==> src/rtl/video_capture.sv <==
// Frame grabber: packs eight RGB565 pixels per 128-bit write word, framed by vsync.
// Optional sticky line/frame size checks are built when CAPTURE_ERR_CHK_EN is defined.
module video_capture #(
    parameter int H_DISP = 800,
    parameter int V_DISP = 600
) (
    input  logic         pixel_clk,
    input  logic         sys_rst,
    input  logic         capture_en,
    input  logic         img_vsync,
    input  logic         img_hsync,
    input  logic         img_valid,
    input  logic [15:0]  img_data,
    output logic         wr_en,
    output logic [127:0] wr_data,
    output logic         frame_start,
    output logic         frame_done,
    output logic [10:0]  h_active,
    output logic [9:0]   v_active,
    output logic         line_err,
    output logic         frame_err
);

    typedef enum logic [1:0] {IDLE, WAIT_VS, CAPTURE} state_t;

    state_t        state, state_d;
    logic          vsync_p1, valid_p1;
    logic          vs_rise, va_fall;
    logic          start_d, done_d;
    logic [2:0]    slot;
    logic [127:0]  pack;
    logic [10:0]   pix_cnt;
    logic [9:0]    line_cnt;
    logic          unused_hsync;

    assign unused_hsync = img_hsync;

    function automatic logic [10:0] sat_inc_pix(input logic [10:0] v);
        return (&v) ? v : v + 11'd1;
    endfunction

    function automatic logic [9:0] sat_inc_line(input logic [9:0] v);
        return (&v) ? v : v + 10'd1;
    endfunction

    assign vs_rise = img_vsync & ~vsync_p1;
    assign va_fall = ~img_valid & valid_p1;

    // Stage p1: edge-detect history
    always_ff @(posedge pixel_clk or posedge sys_rst) begin
        if (sys_rst) begin
            vsync_p1 <= 1'b0;
            valid_p1 <= 1'b0;
        end else begin
            vsync_p1 <= img_vsync;
            valid_p1 <= img_valid;
        end
    end

    always_ff @(posedge pixel_clk or posedge sys_rst) begin
        if (sys_rst) begin
            state       <= IDLE;
            frame_start <= 1'b0;
            frame_done  <= 1'b0;
        end else begin
            state       <= state_d;
            frame_start <= start_d;
            frame_done  <= done_d;
        end
    end

    // capture_en only matters on a vsync rise, so a mid-frame drop lets the frame finish
    always_comb begin
        state_d = state;
        start_d = 1'b0;
        done_d  = 1'b0;
        case (state)
            IDLE: begin
                if (capture_en) state_d = WAIT_VS;
            end
            WAIT_VS: begin
                if (vs_rise) begin
                    if (capture_en) begin
                        state_d = CAPTURE;
                        start_d = 1'b1;
                    end else begin
                        state_d = IDLE;
                    end
                end
            end
            CAPTURE: begin
                if (vs_rise) begin
                    done_d = 1'b1;
                    if (capture_en) start_d = 1'b1;
                    else            state_d = IDLE;
                end
            end
            default: state_d = IDLE;
        endcase
    end

    // Stage p1 -> output: packing, flush and line/frame counters
    always_ff @(posedge pixel_clk or posedge sys_rst) begin
        if (sys_rst) begin
            wr_en    <= 1'b0;
            wr_data  <= '0;
            pack     <= '0;
            slot     <= '0;
            pix_cnt  <= '0;
            line_cnt <= '0;
            h_active <= '0;
            v_active <= '0;
        end else begin
            wr_en <= 1'b0;
            if (vs_rise) begin
                // Frame boundary outranks any pixel or partial word in flight
                if (state == CAPTURE) v_active <= line_cnt;
                pack     <= '0;
                slot     <= '0;
                pix_cnt  <= '0;
                line_cnt <= '0;
            end else if (state == CAPTURE) begin
                if (img_valid) begin
                    pix_cnt <= sat_inc_pix(pix_cnt);
                    slot    <= slot + 3'd1;
                    if (slot == 3'd7) begin
                        wr_en   <= 1'b1;
                        wr_data <= {img_data, pack[111:0]};
                        pack    <= '0;
                    end else begin
                        pack[{slot, 4'b0000} +: 16] <= img_data;
                    end
                end else if (va_fall) begin
                    h_active <= pix_cnt;
                    pix_cnt  <= '0;
                    line_cnt <= sat_inc_line(line_cnt);
                    if (slot != 3'd0) begin
                        wr_en   <= 1'b1;
                        wr_data <= pack;
                        pack    <= '0;
                        slot    <= '0;
                    end
                end
            end
        end
    end

`ifdef CAPTURE_ERR_CHK_EN
    localparam logic [10:0] H_EXP = 11'(H_DISP);
    localparam logic [9:0]  V_EXP = 10'(V_DISP);

    // A frame_err found on a back-to-back boundary survives the restart clear
    always_ff @(posedge pixel_clk or posedge sys_rst) begin
        if (sys_rst) begin
            line_err  <= 1'b0;
            frame_err <= 1'b0;
        end else if (start_d) begin
            line_err  <= 1'b0;
            frame_err <= (state == CAPTURE) && (line_cnt != V_EXP);
        end else if (state == CAPTURE) begin
            if (vs_rise && (line_cnt != V_EXP))
                frame_err <= 1'b1;
            if (!vs_rise && va_fall && (pix_cnt != H_EXP))
                line_err <= 1'b1;
        end
    end
`else
    localparam int unused_dims = H_DISP + V_DISP;

    assign line_err  = 1'b0;
    assign frame_err = 1'b0;
`endif

endmodule

==> config.mk <==
export PLATFORM = sky130hd
export DESIGN_NAME = video_capture
export DESIGN_NICKNAME = d
export VERILOG_FILES = /design/src/rtl/video_capture.sv
export SDC_FILE = /design/constraint.sdc
export NUM_CORES = 1
export LEC_CHECK = 0
export BUFFER_PORTS_ARGS = -buffer_cell sky130_fd_sc_hd__buf_4
export CORE_MARGIN = 2
export CORE_UTILIZATION = 59
export CTS_BUF_LIST = sky130_fd_sc_hd__clkbuf_8
export DETAILED_ROUTE_END_ITERATION = 6
export PLACE_DENSITY = 0.89
export RECOVER_POWER = 25
export SYNTH_ARGS = -nofsm -noshare
export SYNTH_HDL_FRONTEND = slang
export SYNTH_SLANG_ARGS = --single-unit
==> constraint.sdc <==
create_clock -name pixel_clk -period 11.6 [get_ports pixel_clk]
set_input_delay 1.74 -clock pixel_clk [delete_from_list [all_inputs] [get_ports pixel_clk]]
set_output_delay 1.74 -clock pixel_clk [all_outputs]
set_load 0.03 [all_outputs]
[Word level (Yosys, flattened, before mapping)]
Cells that the tools add are included.
Storage, ports and cells
  word-level logic and storage cells: 96
  register bits after elaboration: 308
  input port bits: 22
Operators by class
  equality and inequality tests: 11
  bitwise logic cells: 5
  mux-type cells: 43
  shift operators: 2
  reductions and logical operators: 18
  add/sub/neg operators: 4
Operators with widths (number)
  two-way mux 128 bit: 10
  bitwise mux 128 bit: 1
  variable shift 16 x 9 -> 128 bit (first input constant): 1
  indexed part select 16 x 9 -> 128 bit: 1
  two-way mux 11 bit: 5
  two-way mux 10 bit: 5
  two-way mux 3 bit: 5
  AND reduction 4 bit: 3
  adder 11 x 1 -> 11 bit (second input constant): 1
  two-way mux 1 bit: 11
  AND reduction 11 bit: 1
  adder 10 x 1 -> 10 bit (second input constant): 1
  two-way mux 2 bit: 5
  inequality test 2 bit (second input constant): 5
  AND reduction 10 bit: 1
  negator 7 -> 9 bit: 1
  nonzero test 3 bit: 3
  nonzero test 2 bit: 4
  case mux 2 bit (3 select lines): 1
  AND reduction 3 bit: 2
  AND reduction 5 bit: 1
  inequality test 2 x 1 -> 1 bit (second input constant): 2
  adder 3 x 1 -> 3 bit (second input constant): 1
  equality test 3 bit (second input constant): 1
  other kinds (8): 11

[Depth between registers and ports, before layout]
Gate-level depths: netlist of run 1.
  word-level depth: 7
  gate-level depth with buffers: 9
  depth with buffers taken out: 7

[Least setup slack after synthesis of run 1]
No wires, ideal clock.
  path kind: in2reg
  start: in img_valid
  end: reg wr_data[10]
  stages: 5
  arrival: 2.931 ns
  slack: 8.544 ns
  setup time: 0.125 ns
  cell sequence: and2_1 > o211ai_2 > buf_2 > buf_2 > mux2_2
Between the ends
  longest elaborated chain between the ends: 4
  elaborated cells on any way between the ends: 7
  classes of those cells: 1 x eq/ne; 1 x mux; 2 x bitwise; 3 x reduce/logical
RTL lines
  start, declared: line 12  | input logic img_valid,
  NOT 1 bit (no source line)
  AND 1 bit: line 47  | assign va_fall = ~img_valid & valid_p1;
  nonzero test 2 bit (no source line)
  AND reduction 5 bit (no source line)
  end signal, assigned: line 128  | wr_data <= {img_data, pack[111:0]};
  end signal, assigned: line 139  | wr_data <= pack;
  end, declared: line 15  | output logic [127:0] wr_data,
Several ways; a longest one is shown, not always the timed one.
A chain may end at the register's enable or synchronous reset.

==> results of run 1 <==
[flip-flops by register name (all words and copies together) (netlist names), 2 cells and up]
register,cells
h_active,11
state,2
slot,3
pix_cnt,11
wr_data,128
line_cnt,10
pack,128
v_active,10
[critical path, cell delays in order]
cell	delay, ns
sky130_fd_sc_hd__clkbuf_4	0.11
sky130_fd_sc_hd__clkinvlp_2	3.13
sky130_fd_sc_hd__buf_4	1.20
[kinds of logic (layout without fill, tap and decap cells)]
logic type               Yosys count  after routing
AND/OR/NAND/NOR                  116            116
AO/OA/AOI/OAI                    201            201
buffers and inverters             75            277
XOR/XNOR                           2              2
adder cells (fa/ha/maj)           10             10
other                              1              2
multiplexers                     151            151
flip-flops                       308            308
[power groups by stage]
| stage | combinational (mW) | clock [mW] | sequential, mW |
|---|---|---|---|
| global route | 0.242 | 0.962 | 1.13 |
| CTS | 0.223 | 0.911 | 1.13 |
| finish | 0.219 | 0.897 | 1.13 |
| global placement | 0.214 | 0 | 1.14 |
| detailed placement | 0.222 | 0 | 1.14 |
| floorplan | 0.143 | 0 | 1.16 |
[area by class of cell]
type | instances | share of cell area
Clock buffer | 61 | 0.05803
Clock inverter | 24 | 0.009081
Inverter | 10 | 0.002681
Multi-Input combinational cell | 482 | 0.2858
Sequential cell | 308 | 0.5328
Tap cell | 270 | 0.02335
Timing Repair Buffer | 182 | 0.08822
[through the flow]
stage | cell area, µm² | hold WS (ns) | std cells
floorplan | 12240 | 0.4619 | 865
global placement | 13630 | 0.4657 | 1252
detailed placement | 13630 | 0.4742 | 1252
CTS | 14600 | 0.4882 | 1337
global route | 14470 | 0.5062 | 1337
finish | 14470 | 0.4811 | 1337
[layer usage]
metal  wire [µm]  share of wire  vias up
met5           0              0        -
met4         605          0.022        0
met3        1763          0.063       49
met2       13760           0.50      257
met1       11640           0.42     4093
li1            -              -     3539
[worst paths after layout]
path	start	endpoint	slack [ns]
worst max register to register	slot[0]	wr_data[69]	7.60
worst max-delay path	sys_rst	pack[63]	5.66
worst min-delay path	wr_data[125]	wr_data[125]	0.48
worst min register to register	wr_data[125]	wr_data[125]	0.48
max in group pixel_clk	img_valid	wr_data[69]	5.81
min in group asynchronous	sys_rst	v_active[4]	2.96
[placed cells by master (no fill, tap or decap), drive strengths merged, types with 3 or more instances in the layout]
| master | n |
|---|---|
| dfrtp | 308 |
| buf | 157 |
| mux2 | 132 |
| a22o | 123 |
| clkbuf | 86 |
| nand2 | 34 |
| o21ai | 29 |
| inv | 26 |
| mux2i | 19 |
| nor2 | 14 |
| a21oi | 13 |
| nand3 | 11 |
| ha | 10 |
| nor3 | 10 |
| o22ai | 9 |
| a32o | 6 |
| nor2b | 5 |
| nand4 | 5 |
| or3 | 5 |
| clkinv | 5 |
| and3 | 4 |
| o31ai | 4 |
| or4 | 4 |
| and2 | 4 |
| nor4 | 4 |
| and2b | 3 |
| and4 | 3 |
| o2111ai | 3 |
| nand2b | 3 |
==> summary by stage, run 1 <==
Die
During I/O placement, the number of pins put on the boundary was 176. The die covers 0.02190 mm². For this configuration, the core starts out at a cell density of 0.6027. The number of rows created at floorplan is 52.

The height of the chip is 148 µm. The area inside the core boundary is 0.02030 mm². The horizontal extent of the die is 148 µm.

Synthesis
Sorting the synthesized cells by how often they occur yields sky130_fd_sc_hd__dfrtp_1, sky130_fd_sc_hd__mux2_2, sky130_fd_sc_hd__a22o_1. The adder and majority cell fraction of the synthesized area is 0.01023. The mapped netlist covers 0.01223 mm². The post-synthesis simple-gate area fraction is 0.05574. A synthesized cell averages 14.16 µm². Among all flip-flop cells after synthesis, the most frequent one is sky130_fd_sc_hd__dfrtp_1.

The multiplexer share of the synthesized area is 0.1370. Yosys instantiated no cell more often than sky130_fd_sc_hd__dfrtp_1. The number of synthesized register bits is 308. The fraction of registers with async set/reset is 1.000. The number of warnings issued by yosys is 0.

The gate count of the mapped netlist is 864. The biggest area consumer among synthesized cells is sky130_fd_sc_hd__dfrtp_1. The sequential-to-total area share from yosys stat is 0.6300.

The XOR/XNOR share of the synthesized area is 0.001432. The area fraction in compound gates after synthesis is 0.1349. The dominant combinational cell family by area after synthesis is multiplexers. The share of synthesized area in the top cell type comes to 0.6300.

The count of different cell masters after synthesis is 60. Ranked by total cell area, the synthesized netlist is headed by sky130_fd_sc_hd__dfrtp_1, sky130_fd_sc_hd__mux2_2, sky130_fd_sc_hd__a22o_1, sky130_fd_sc_hd__mux2i_1, sky130_fd_sc_hd__o21ai_0. The synthesized design contains 0 enable-type register cells.

Clock network
Once the clock tree was built, the setup fixing pass inserted 0 buffers. The deepest level of the CTS H-tree is 2. The number of gates resized after CTS was 0. After clock tree synthesis, the flow added hold-fix buffers numbering 0. The buffer cell driving the clock tree root is sky130_fd_sc_hd__clkbuf_8.

The clock net sink count is 308. TritonCTS built the clock tree. The CTS clock-pin slew for the worst setup and hold paths is 0.06 ns. The maximum root-to-sink buffer count is 3.

The clock network latency to the later pin of the worst-skew pair is 0.55 ns. The number of clock buffers inserted by TritonCTS is 47.

Job
The tool flagged a number of max-cap violations equal to 2.

Pwr
The share of total power in the clock network is 0.400. The share of total power dissipated in combinational logic is 0.098. The leakage component of the power is 7.472 nW. The switching share of total power is 0.2571. The worst-case vdd ir drop is 114.9 µV.

The power density over cell area is 154.9 mW/mm². Internal power comes to 1.665 mW. The reported net switching power is 0.5762 mW. After layout, the design draws a total of 2.241 mW.

Of the total power, registers draw 0.502.

Global route
The pin count of the biggest net entering global routing is 135. The overall global routing resource usage is 0.2534. The via count of the first global-routing pass is 7950.

In the global route stage, met3 resource usage came out at 0.05093. The met2 routing resource usage after global routing is 0.4225. The met1 usage in global routing is 0.3436. The first global-routing pass estimated 43860 µm of wire.

The global routing stage identified its most utilized layer as met2. Summed over all layers, the global routing overflow is 0. The initial antenna violation count is 0.

Hold path
In this run the worst hold path is classified as reg2reg. The worst hold path passes through 2 cells.

Worst setup path
At the worst endpoint, the required time is 12.10 ns. The worst setup path is captured at an async pin. The type of the worst setup path is in2async.

The critical path launch point type is an input port. In this run the worst path has a maximum fanout of 134. STA puts the critical path data arrival time at 6.44 ns. The number of cell instances on the worst register-to-register path is 8.

STA
The final-report hold violation count came to 0. The number of max-slew violations in the final report is 170. For the final routed database, the setup TNS stands at 0 ns. At the pin with the least slew margin, the transition time is 5.737 ns. The post-layout worst setup margin is 5.656 ns. The worst-case headroom to the max-slew limit is -2.846.

Setup repair after global routing left no endpoint under its margin. The clock skew is 0.02669 ns. In the finished design, the share of the clock period the worst path needs comes to 0.5124.

The smallest clock period supported by the final layout is computed as 5.944 ns. The achievable frequency is 168.2 MHz. The total setup violations reported at the end of the flow is 0.

Detailed routing
In the routed design, unresolved DRC markers number 0. The first-pass iteration count of the detailed router is 5. The number of vias per cell after detailed routing is 5.937. For this block, the routed nets add up to 27770 µm of wire.

The number of antenna-violating nets in the routed design is 0. Dividing the detail-routed wire length by the instance count gives 20.77 µm. The final route contains 7938 vias. The number of design-rule violations left by the first detailed-router iteration is 414.

Place
The worst setup timing slack at the placement stage is 6.431 ns. The routability congestion estimate is 0.8168. The count of buffers from port buffering is 172. The total half-perimeter wirelength after legalization and detailed placement is 18020 µm.

Final layout
The growth of design area from synthesis to finish is 18.25%. Measured on the finished design, the core utilization comes to 0.7126. Of the cells placed in the final design, the portion with a size suffix greater than 1 is 0.3561. After filler insertion, the fill cell instance count of the layout stands at 1406. The total area of sequential cells is 0.007707 mm². The combined area of the multi-input logic cells is 0.004135 mm². The number of nets at the end of the flow is 1063.

The repair_antennas step left the layout with diodes totalling 0.

Run status
The flow ran to the end, but the final reports show violations. The final reports fail on max-capacitance violations, max-slew violations.
Power figures use the tool's default switching activity.
==> inputs of run 2 (changes only) <==
--- a/config.mk
+++ b/config.mk
@@ -5,12 +5,13 @@
 export SDC_FILE = /design/constraint.sdc
 export NUM_CORES = 1
 export LEC_CHECK = 0
+export ABC_AREA = 1
 export BUFFER_PORTS_ARGS = -buffer_cell sky130_fd_sc_hd__buf_4
 export CORE_MARGIN = 2
-export CORE_UTILIZATION = 59
+export CORE_UTILIZATION = 60
 export CTS_BUF_LIST = sky130_fd_sc_hd__clkbuf_8
 export DETAILED_ROUTE_END_ITERATION = 6
-export PLACE_DENSITY = 0.89
+export PLACE_DENSITY = 0.9
 export RECOVER_POWER = 25
 export SYNTH_ARGS = -nofsm -noshare
 export SYNTH_HDL_FRONTEND = slang
==> constraint.sdc (replaced) <==
create_clock -name pixel_clk -period 5.85 [get_ports pixel_clk]
set_input_delay 0.8775 -clock pixel_clk [delete_from_list [all_inputs] [get_ports pixel_clk]]
set_output_delay 0.8775 -clock pixel_clk [all_outputs]
set_load 0.03 [all_outputs]
==> run 2 against run 1 <==
Net effect: the flow finishes with violations (design-rule violations, max-capacitance violations, max-slew violations); cell count rose by 46%; global-route usage rose by 4.5 points; clock power rose by 94%; wire length rose by 19%; core utilization fell by 0.60 points; non-clock buffer count fell by 4; flip-flop and latch count did not move; clock skew rose by 0.0042 ns; critical path depth rose by 5; worst hold slack got worse by 0.0073 ns; cell area rose by 2.4%.
==> summary by stage, run 2 <==
Synthesis
In the post-synthesis netlist, the biggest area contributors are sky130_fd_sc_hd__dfrtp_1, sky130_fd_sc_hd__nand2_1, sky130_fd_sc_hd__o21ai_0, sky130_fd_sc_hd__inv_1, sky130_fd_sc_hd__nand3_1. The area fraction in compound gates after synthesis was 0.07620. Of the total synthesized cell area, the portion taken by AND, OR, NAND and NOR gates is 0.2495. The fraction of registers with async set/reset is 1.000.

The count of different cell masters after synthesis is 35. The fraction of post-synthesis cell area in the top cell type by area is 0.6018. The biggest area consumer among synthesized cells is sky130_fd_sc_hd__dfrtp_1. The multiplexer share of the synthesized area is 0.003517.

In this run, synthesis inferred 0 flip-flops with an integrated enable. The XOR/XNOR share of the synthesized area is 0.004103. The number of warnings issued by yosys is 0. sky130_fd_sc_hd__nand2_1 is the most common cell in the netlist. The number of synthesized register bits is 308. The mapped netlist covers 0.01281 mm². By area, the combinational part of the netlist is dominated by simple AND/OR/NAND/NOR gates. The most used flip-flop cell after synthesis is sky130_fd_sc_hd__dfrtp_1.

The commonest cells after synthesis are sky130_fd_sc_hd__nand2_1, sky130_fd_sc_hd__dfrtp_1, sky130_fd_sc_hd__o21ai_0. The gate count of the mapped netlist is 1473. For this run, the register share of the synthesized area comes to 0.6018. In this run the mean area of a mapped cell was 8.695 µm². Of the total synthesized cell area, the portion taken by full adders, half adders and majority gates is 0.009769.

Run status
The checks that failed: design-rule violations, max-capacitance violations, max-slew violations. The flow ran to the end, but the final reports show violations.

Detailed routing
The pre-antenna-repair detailed-routing pass consisted of 7 iterations. The average detailed-routed wire length per instance is 17.01 µm. The number of antenna-violating nets in the routed design is 0.

The DRC violation count after routing is 3. After detailed routing, the total wire length is 33100 µm. The number of vias per cell after detailed routing is 5.569. For this block, the via count after detailed routing is 10840.

The number of design-rule violations left by the first detailed-router iteration is 1142.

Clock network
The clock drives 308 sinks. The H-tree was split into 2 levels. The post-CTS setup buffer count is 0. The number of clock buffers inserted by TritonCTS is 48. Clock-pin slew was measured on the worst setup and hold paths at 0.06 ns. The maximum root-to-sink buffer count is 3. The clock network latency to the later pin of the worst-skew pair is 0.58 ns. TritonCTS built the clock tree. The buffer cell driving the clock tree root is sky130_fd_sc_hd__clkbuf_8.

The number of gates resized after cts is 0. The hold-fix buffer count after cts is 0.

Die
The core region is 0.02096 mm². From left edge to right edge, the die measures 150.1 µm. The floorplan has 53 rows. The die area is 0.02253 mm². The initial standard-cell utilization of the core is 0.6112. 176 I/O pins were placed. The height of the chip is 150.1 µm.

Worst setup path
The worst stage delay on the critical path is 1.01 ns. The required time at the worst-slack endpoint is 6.34 ns. The endpoint of the worst register-to-register path is pack[40]. The capturing element type of the critical path is a flop. Traced cell by cell, the critical path runs through clkbuf_1, inv_2, o21ai_0, nand3_4, clkinv_2, buf_4, nand2_1, nand2_1. The setup check on the worst reg-to-reg path leaves a slack of 2.27 ns. The master of the slowest instance on the critical path is sky130_fd_sc_hd__clkbuf_1. At the worst endpoint, the arrival time is 4.32 ns. The critical path launch point type is an input port.

The number of buffers and inverters on the critical path is 4. Along the worst path, the maximum fanout reaches 71. The cell family contributing the most delay on the critical path is buffers and inverters. The worst register-to-register path begins at slot[0]. In this design, the critical path's most frequently occurring cell is sky130_fd_sc_hd__nand2_1. The logic depth of the worst setup path including buffers is 8. The number of cell instances on the worst register-to-register path is 9. The setup path with the least slack is of type in2reg.

STA
Setup violations remaining at the end of the flow were counted as 0. The worst hold margin is 0.4738 ns. The number of max-slew violations in the final report was 45. Adding up every negative setup slack in the final design gives 0 ns. Derived from the worst setup path, the maximum achievable clock frequency is 261.2 MHz. The final critical path time including I/O delays and setup is 3.829 ns. Headroom to the max-slew limit came out at -0.5760.

The actual transition at the worst max-transition pin is 2.364 ns. The share of the cycle needed by the critical path after routing is 0.6545. Setup repair after global routing left no endpoint under its margin.

The final-report hold violation count is 0. The clock arrives with 0.03090 ns of skew.

Global route
The global-route wire length before repair is 52890 µm. Entering global routing, the biggest net connects 189 pins. The via count of the first global-routing pass is 10520. The final global-route overflow total is 0. The initial antenna violation count is 0. The overall global routing resource usage is 0.2988.

Final layout
The end-of-flow core utilization is 0.7067. In the final design database the tool counted 1671 nets. 0 antenna diodes ended up in the layout. The library cell used most frequently in the layout, excluding fill and tap cells, is sky130_fd_sc_hd__nand2_1. The largest registers in the layout are pack: 128 flops, wr_data: 128 flops. The fraction of layout cells with a size suffix above 1 is 0.1185.

Relative to the synthesized area, the layout overhead comes to 15.62%. In the layout the commonest cells are sky130_fd_sc_hd__nand2_1, sky130_fd_sc_hd__dfrtp_1, sky130_fd_sc_hd__o21ai_0.

Hold path
The worst hold path cell count is 2. The worst hold path belongs to the class reg2reg. The worst hold path begins at pack[92]. The worst-case hold path end point is wr_data[92].

Place
The total half-perimeter wirelength after legalization and detailed placement is 21670 µm. The congestion estimate from routability-driven global placement came to 0.8885. Buffers placed on the I/O ports in this run total 172.

Pwr
The worst-case vdd ir drop is 236.4 µV. Dividing total power by cell area gives a power density of 386.6 mW/mm². In this run the static leakage power is 7.706 nW.

Job
Across the run, the number of max-cap violations was 1.
[run 2: cell count changes in the layout (fill, tap and decap cells not counted), sizes merged, moves of 9 or more]
cell,change
nand2,+607
o21ai,+133
buf,-66
a31oi,+16
a22o,-123
mux2,-128
nand3,+52
inv,+94
clkbuf,+58
nor2,+59
o22ai,-9
mux2i,-19
[run 2: kinds of logic after synthesis]
family                   Yosys count
AO/OA/AOI/OAI                    186
XOR/XNOR                           6
adder cells (fa/ha/maj)           10
buffers and inverters            166
flip-flops                       308
multiplexers                       4
other                              1
AND/OR/NAND/NOR                  792
[run 2: metrics by stage]
step | power [mW] | instance area [µm²] | setup WS (ns) | std cells
after floorplan | 3.552 | 12810 | 0.8735 | 1474
after global placement | 4.019 | 14220 | 2.397 | 1864
after detailed placement | 4.079 | 14220 | 2.332 | 1864
after CTS | 5.795 | 15140 | 2.389 | 1946
after global routing | 5.989 | 14810 | 1.767 | 1946
final | 5.725 | 14810 | 2.021 | 1946
[run 2: report_power, final]
group / leakage (nW) / internal [mW] / switching, mW
Clock: 0.543 / 0.922 / 0.813
Sequential: 4.22 / 2.38 / 0.170
Combinational: 2.94 / 0.375 / 1.07
[run 2: how the worst max path moves through the flow]
stage | from | end | slack [ns]
after floorplan | sys_rst | frame_done | 0.87
after global placement | img_valid | wr_data[125] | 2.40
after detailed placement | img_valid | wr_data[125] | 2.33
after CTS | slot[0] | pack[39] | 2.39
after global routing | img_valid | wr_data[125] | 1.77
final | img_valid | wr_data[107] | 2.02
[run 2: worst reg2reg max path: stages (launching register included)]
cell                      delay, ns
sky130_fd_sc_hd__dfrtp_1       0.80
sky130_fd_sc_hd__inv_2         0.16
sky130_fd_sc_hd__ha_1          0.27
sky130_fd_sc_hd__ha_1          0.21
sky130_fd_sc_hd__inv_1         0.11
sky130_fd_sc_hd__nand2_1       0.13
sky130_fd_sc_hd__a21oi_4       0.88
sky130_fd_sc_hd__o21ai_2       0.55
sky130_fd_sc_hd__nand2_1       0.22
sky130_fd_sc_hd__o21ai_1       0.10
[run 2: metal layers]
layer | vias to the layer above | routed length, µm | global-route usage
met4 | 0 | 1476 | 0.1377
met3 | 117 | 3019 | 0.07485
li1 | 4954 | - | -
met5 | - | 0 | 0
met1 | 5193 | 12710 | 0.3837
met2 | 573 | 15890 | 0.4829
[run 2: area by class of cell]
cell class / instances / area, µm²
fillers: 1599 / 6147
inverters: 103 / 390.4
repair buffers: 178 / 1026
flip-flops and latches: 308 / 7707
clock buffers: 57 / 784.5
well taps: 275 / 344.1
multi-input cells: 1000 / 4424
clock inverters: 25 / 131.4
==> inputs of run 3 (changes only) <==
--- a/config.mk
+++ b/config.mk
@@ -5,13 +5,13 @@
 export SDC_FILE = /design/constraint.sdc
 export NUM_CORES = 1
 export LEC_CHECK = 0
-export ABC_AREA = 1
+export ABC_AREA = 0
 export BUFFER_PORTS_ARGS = -buffer_cell sky130_fd_sc_hd__buf_4
 export CORE_MARGIN = 2
-export CORE_UTILIZATION = 60
+export CORE_UTILIZATION = 53
 export CTS_BUF_LIST = sky130_fd_sc_hd__clkbuf_8
 export DETAILED_ROUTE_END_ITERATION = 6
-export PLACE_DENSITY = 0.9
+export PLACE_DENSITY = 0.85
 export RECOVER_POWER = 25
 export SYNTH_ARGS = -nofsm -noshare
 export SYNTH_HDL_FRONTEND = slang
==> constraint.sdc (replaced) <==
create_clock -name pixel_clk -period 3.15 [get_ports pixel_clk]
set_input_delay 0.4725 -clock pixel_clk [delete_from_list [all_inputs] [get_ports pixel_clk]]
set_output_delay 0.4725 -clock pixel_clk [all_outputs]
set_load 0.03 [all_outputs]
==> run 3 against run 2 <==
Net effect: the flow now finishes without violations; core utilization fell by 5.2 points; clock skew down 0.0080 ns; count of clock-buffer cells in the layout rose by 7; critical path type is now reg2reg; largest cell class unchanged.
==> summary by stage, run 3 (synthesis results as in run 1) <==
Worst setup path
Measured in cells, the most critical reg-to-reg path has a length of 7. STA puts the critical path data required time at 3.63 ns. In this run the critical register-to-register path is launched from slot[0]. The worst stage delay on the critical path is 0.80 ns. Walking the worst path, the cells encountered are inv_2, ha_1, ha_1, nor2b_1, o21a_1, o22ai_2, a22o_1. The worst register-to-register path ends at pack[45]. The highest net fanout along the worst path is 16. For flop-to-flop paths, the worst setup slack is 0.37 ns.

The most prevalent standard cell on the critical path is sky130_fd_sc_hd__ha_1. The kind of cell adding the most delay to the critical path is compound AO/OA/AOI/OAI gates. The critical path launch point type is a flop. The critical path in this run is classified as reg2reg. The slowest stage of the critical path is the sky130_fd_sc_hd__o22ai_2 cell. STA classifies the critical path endpoint as a flop. The number of buffers and inverters on the critical path is 1. At the worst endpoint, the arrival time is 3.27 ns.

Clock network
The CTS clock-pin slew for the worst setup and hold paths is 0.06 ns. The CTS tree is done. The maximum root-to-sink buffer count is 3. The clock network latency to the later pin of the worst-skew pair is 0.56 ns. Counting the buffers created by CTS gives 49.

In this run, post-CTS repair resized a total of 0 instances. The clock net sink count is 308. In this run the clock root is driven by a sky130_fd_sc_hd__clkbuf_8. In this run the number of H-tree levels came out at 2.

STA
The worst hold margin is 0.06333 ns. The total setup violations reported at the end of the flow is 0. The number of max-slew violations in the final report is 0.

Dividing the final minimum period by the clock period gives 0.8831. On the final layout, the worst clock skew is 0.02287 ns. The final critical path time including I/O delays and setup is 2.782 ns.

The final-report hold violation count came to 0. Setup repair after global routing left no endpoint under its margin. Once routing completed, OpenROAD measured the worst setup slack at 0.3681 ns.

In this run the tightest slew margin relative to its limit is 0.2195. The achievable frequency is 359.5 MHz. For the pin with the worst max-slew slack, the measured transition is 1.171 ns.

Detailed routing
After detailed routing, the total wire length is 27480 µm. The average detailed-routed wire length per instance is 20.10 µm. The number of antenna-violating nets in the routed design is 0. In this run, the number of DRC markers left after iteration 0 of detailed routing was 523. The count of vias placed by the detailed router is 7987. In the routed design, unresolved DRC markers number 0. The first TritonRoute pass finished after 5 iterations. The number of vias per cell after detailed routing is 5.843.

Final layout
In the final layout, the share of cells above drive strength 1 is 0.3835. The repair_antennas step left the layout with diodes totalling 0. The area growth from synthesis to layout is 21.18%. Leaving out fill and tap cells, the most frequent cells in the layout are sky130_fd_sc_hd__dfrtp_1, sky130_fd_sc_hd__buf_4, sky130_fd_sc_hd__mux2_2. The number of filler cells placed in the layout is 1644. The library cell used most frequently in the layout, excluding fill and tap cells, is sky130_fd_sc_hd__dfrtp_1. The finished cells cover 0.01483 mm². The largest registers in the layout are pack: 128 flops, wr_data: 128 flops. At the end of the flow, the number of nets in the layout was 1074.

Place
The total half-perimeter wirelength after legalization and detailed placement is 18090 µm. The worst setup timing slack at the placement stage is 0.3939 ns. At the end of routability-driven placement, the weighted congestion stood at 0.8444. Summing all placed instances gives a cell area of 0.01378 mm². The count of buffers from port buffering is 172.

Hold path
The hold path startpoint is img_vsync. The worst hold path cell count is 1. The type of the worst min-delay path is in2reg. The path with the worst hold slack has its endpoint at vsync_p1.

Die
The floorplan step defined a die boundary enclosing 0.02431 mm². The horizontal extent of the die is 155.9 µm. In this run the vertical extent of the chip is 155.9 µm. Row generation in the floorplan step produced 55 rows. 176 I/O pins were placed. The initial standard-cell utilization of the core is 0.5404. The core region is 0.02264 mm².

Global route
The first global-routing pass estimated 44020 µm of wire. The overall global routing resource usage is 0.2293. The via count of the first global-routing pass was 8076. After global routing the overflow that remains totals 0.

Entering global routing, the biggest net connects 106 pins. The initial antenna violation count is 0.

Pwr
The power density over cell area is 577.0 mW/mm². The internal power of the cells totals 6.395 mW. The switching share of total power is 0.2525. Of the total power, registers draw 0.485. Of the total power, the clock network draws 0.420.

Of the total power, combinational logic draws 0.096. The reported net switching power is 2.160 mW. VDD sags by at most 356.8 µV.

Summed over all cells, the static leakage comes to 7.718 nW.

Job
Max-cap violations in this run came to 0.

Run status
The flow ran to the end, and the final reports show no timing, DRC or antenna violations.
==> run 3: changes by cell type in the layout (fill, tap and decap cells not counted), sizes merged, moves of 9 or more <==
cell | before | now
nand2 | 641 | 34
o21ai | 162 | 29
mux2 | 4 | 132
a22o | 0 | 123
buf | 91 | 185
inv | 120 | 31
clkbuf | 144 | 69
nor2 | 73 | 14
nand3 | 63 | 11
mux2i | 0 | 19
a31oi | 16 | 0
o22ai | 0 | 9
==> run 3: worst max path at each step <==
stage                 endpoint    start  slack (ns)  depth (start not counted)
global route          pack[46]  slot[0]        0.21                          7
floorplan           frame_done  sys_rst       -1.42                          1
CTS                   pack[45]  slot[0]        0.37                          7
global placement      pack[33]  slot[0]        0.44                          7
detailed placement    pack[45]  slot[0]        0.39                          7
finish                pack[45]  slot[0]        0.37                          7
==> run 3: metal layers <==
layer | up-vias | global-route usage | share of wire | wire length (µm)
met5 | - | 0 | 0 | 0
met2 | 270 | 0.3698 | 0.49 | 13480
met3 | 57 | 0.05306 | 0.061 | 1667
met1 | 4109 | 0.3087 | 0.42 | 11560
met4 | 0 | 0.08082 | 0.028 | 780
li1 | 3551 | - | - | -
==> run 3: worst register-to-register path, cell delays in order (launching register included) <==
cell and delay [ns]:
sky130_fd_sc_hd__dfrtp_1 0.47, sky130_fd_sc_hd__inv_2 0.15, sky130_fd_sc_hd__ha_1 0.19, sky130_fd_sc_hd__ha_1 0.38
sky130_fd_sc_hd__nor2b_1 0.09, sky130_fd_sc_hd__o21a_1 0.37, sky130_fd_sc_hd__o22ai_2 0.81, sky130_fd_sc_hd__a22o_1 0.28
==> run 3: area by class of cell <==
type | instances | area [µm²] | share of cell area
multi-input combinational | 482 | 4168 | 0.2811
tap | 285 | 356.6 | 0.02405
timing repair buffer | 191 | 1479 | 0.09976
sequential | 308 | 7707 | 0.5199
clock buffer | 64 | 880.8 | 0.05941
inverter | 10 | 38.79 | 0.002616
clock inverter | 27 | 195.2 | 0.01317
==> run 3: stage by stage <==
step	power, mW	instances	util	setup TNS [ns]
3_3_place_gp	5.012	1275	0.6085	0
2_1_floorplan	4.794	865	-	-437.81
3_5_place_dp	5.041	1275	0.6085	0
6_report	8.554	1367	0.6548	0
5_1_grt	8.909	1367	0.6548	0
4_1_cts	8.649	1367	0.6565	0
==> run 3: repair_timing <==
item / in CTS / in global routing
endpoints found under the hold margin: 14 / 0
buffers inserted: 0 / 0
hold buffers: 1 / 0
==> run 3: power by group through the flow <==
stage / sequential, mW / clock, mW / combinational (mW)
2_1_floorplan: 4.27 / 0 / 0.527
3_3_place_gp: 4.21 / 0 / 0.805
3_5_place_dp: 4.21 / 0 / 0.827
4_1_cts: 4.14 / 3.67 / 0.832
5_1_grt: 4.16 / 3.85 / 0.898
6_report: 4.15 / 3.59 / 0.818
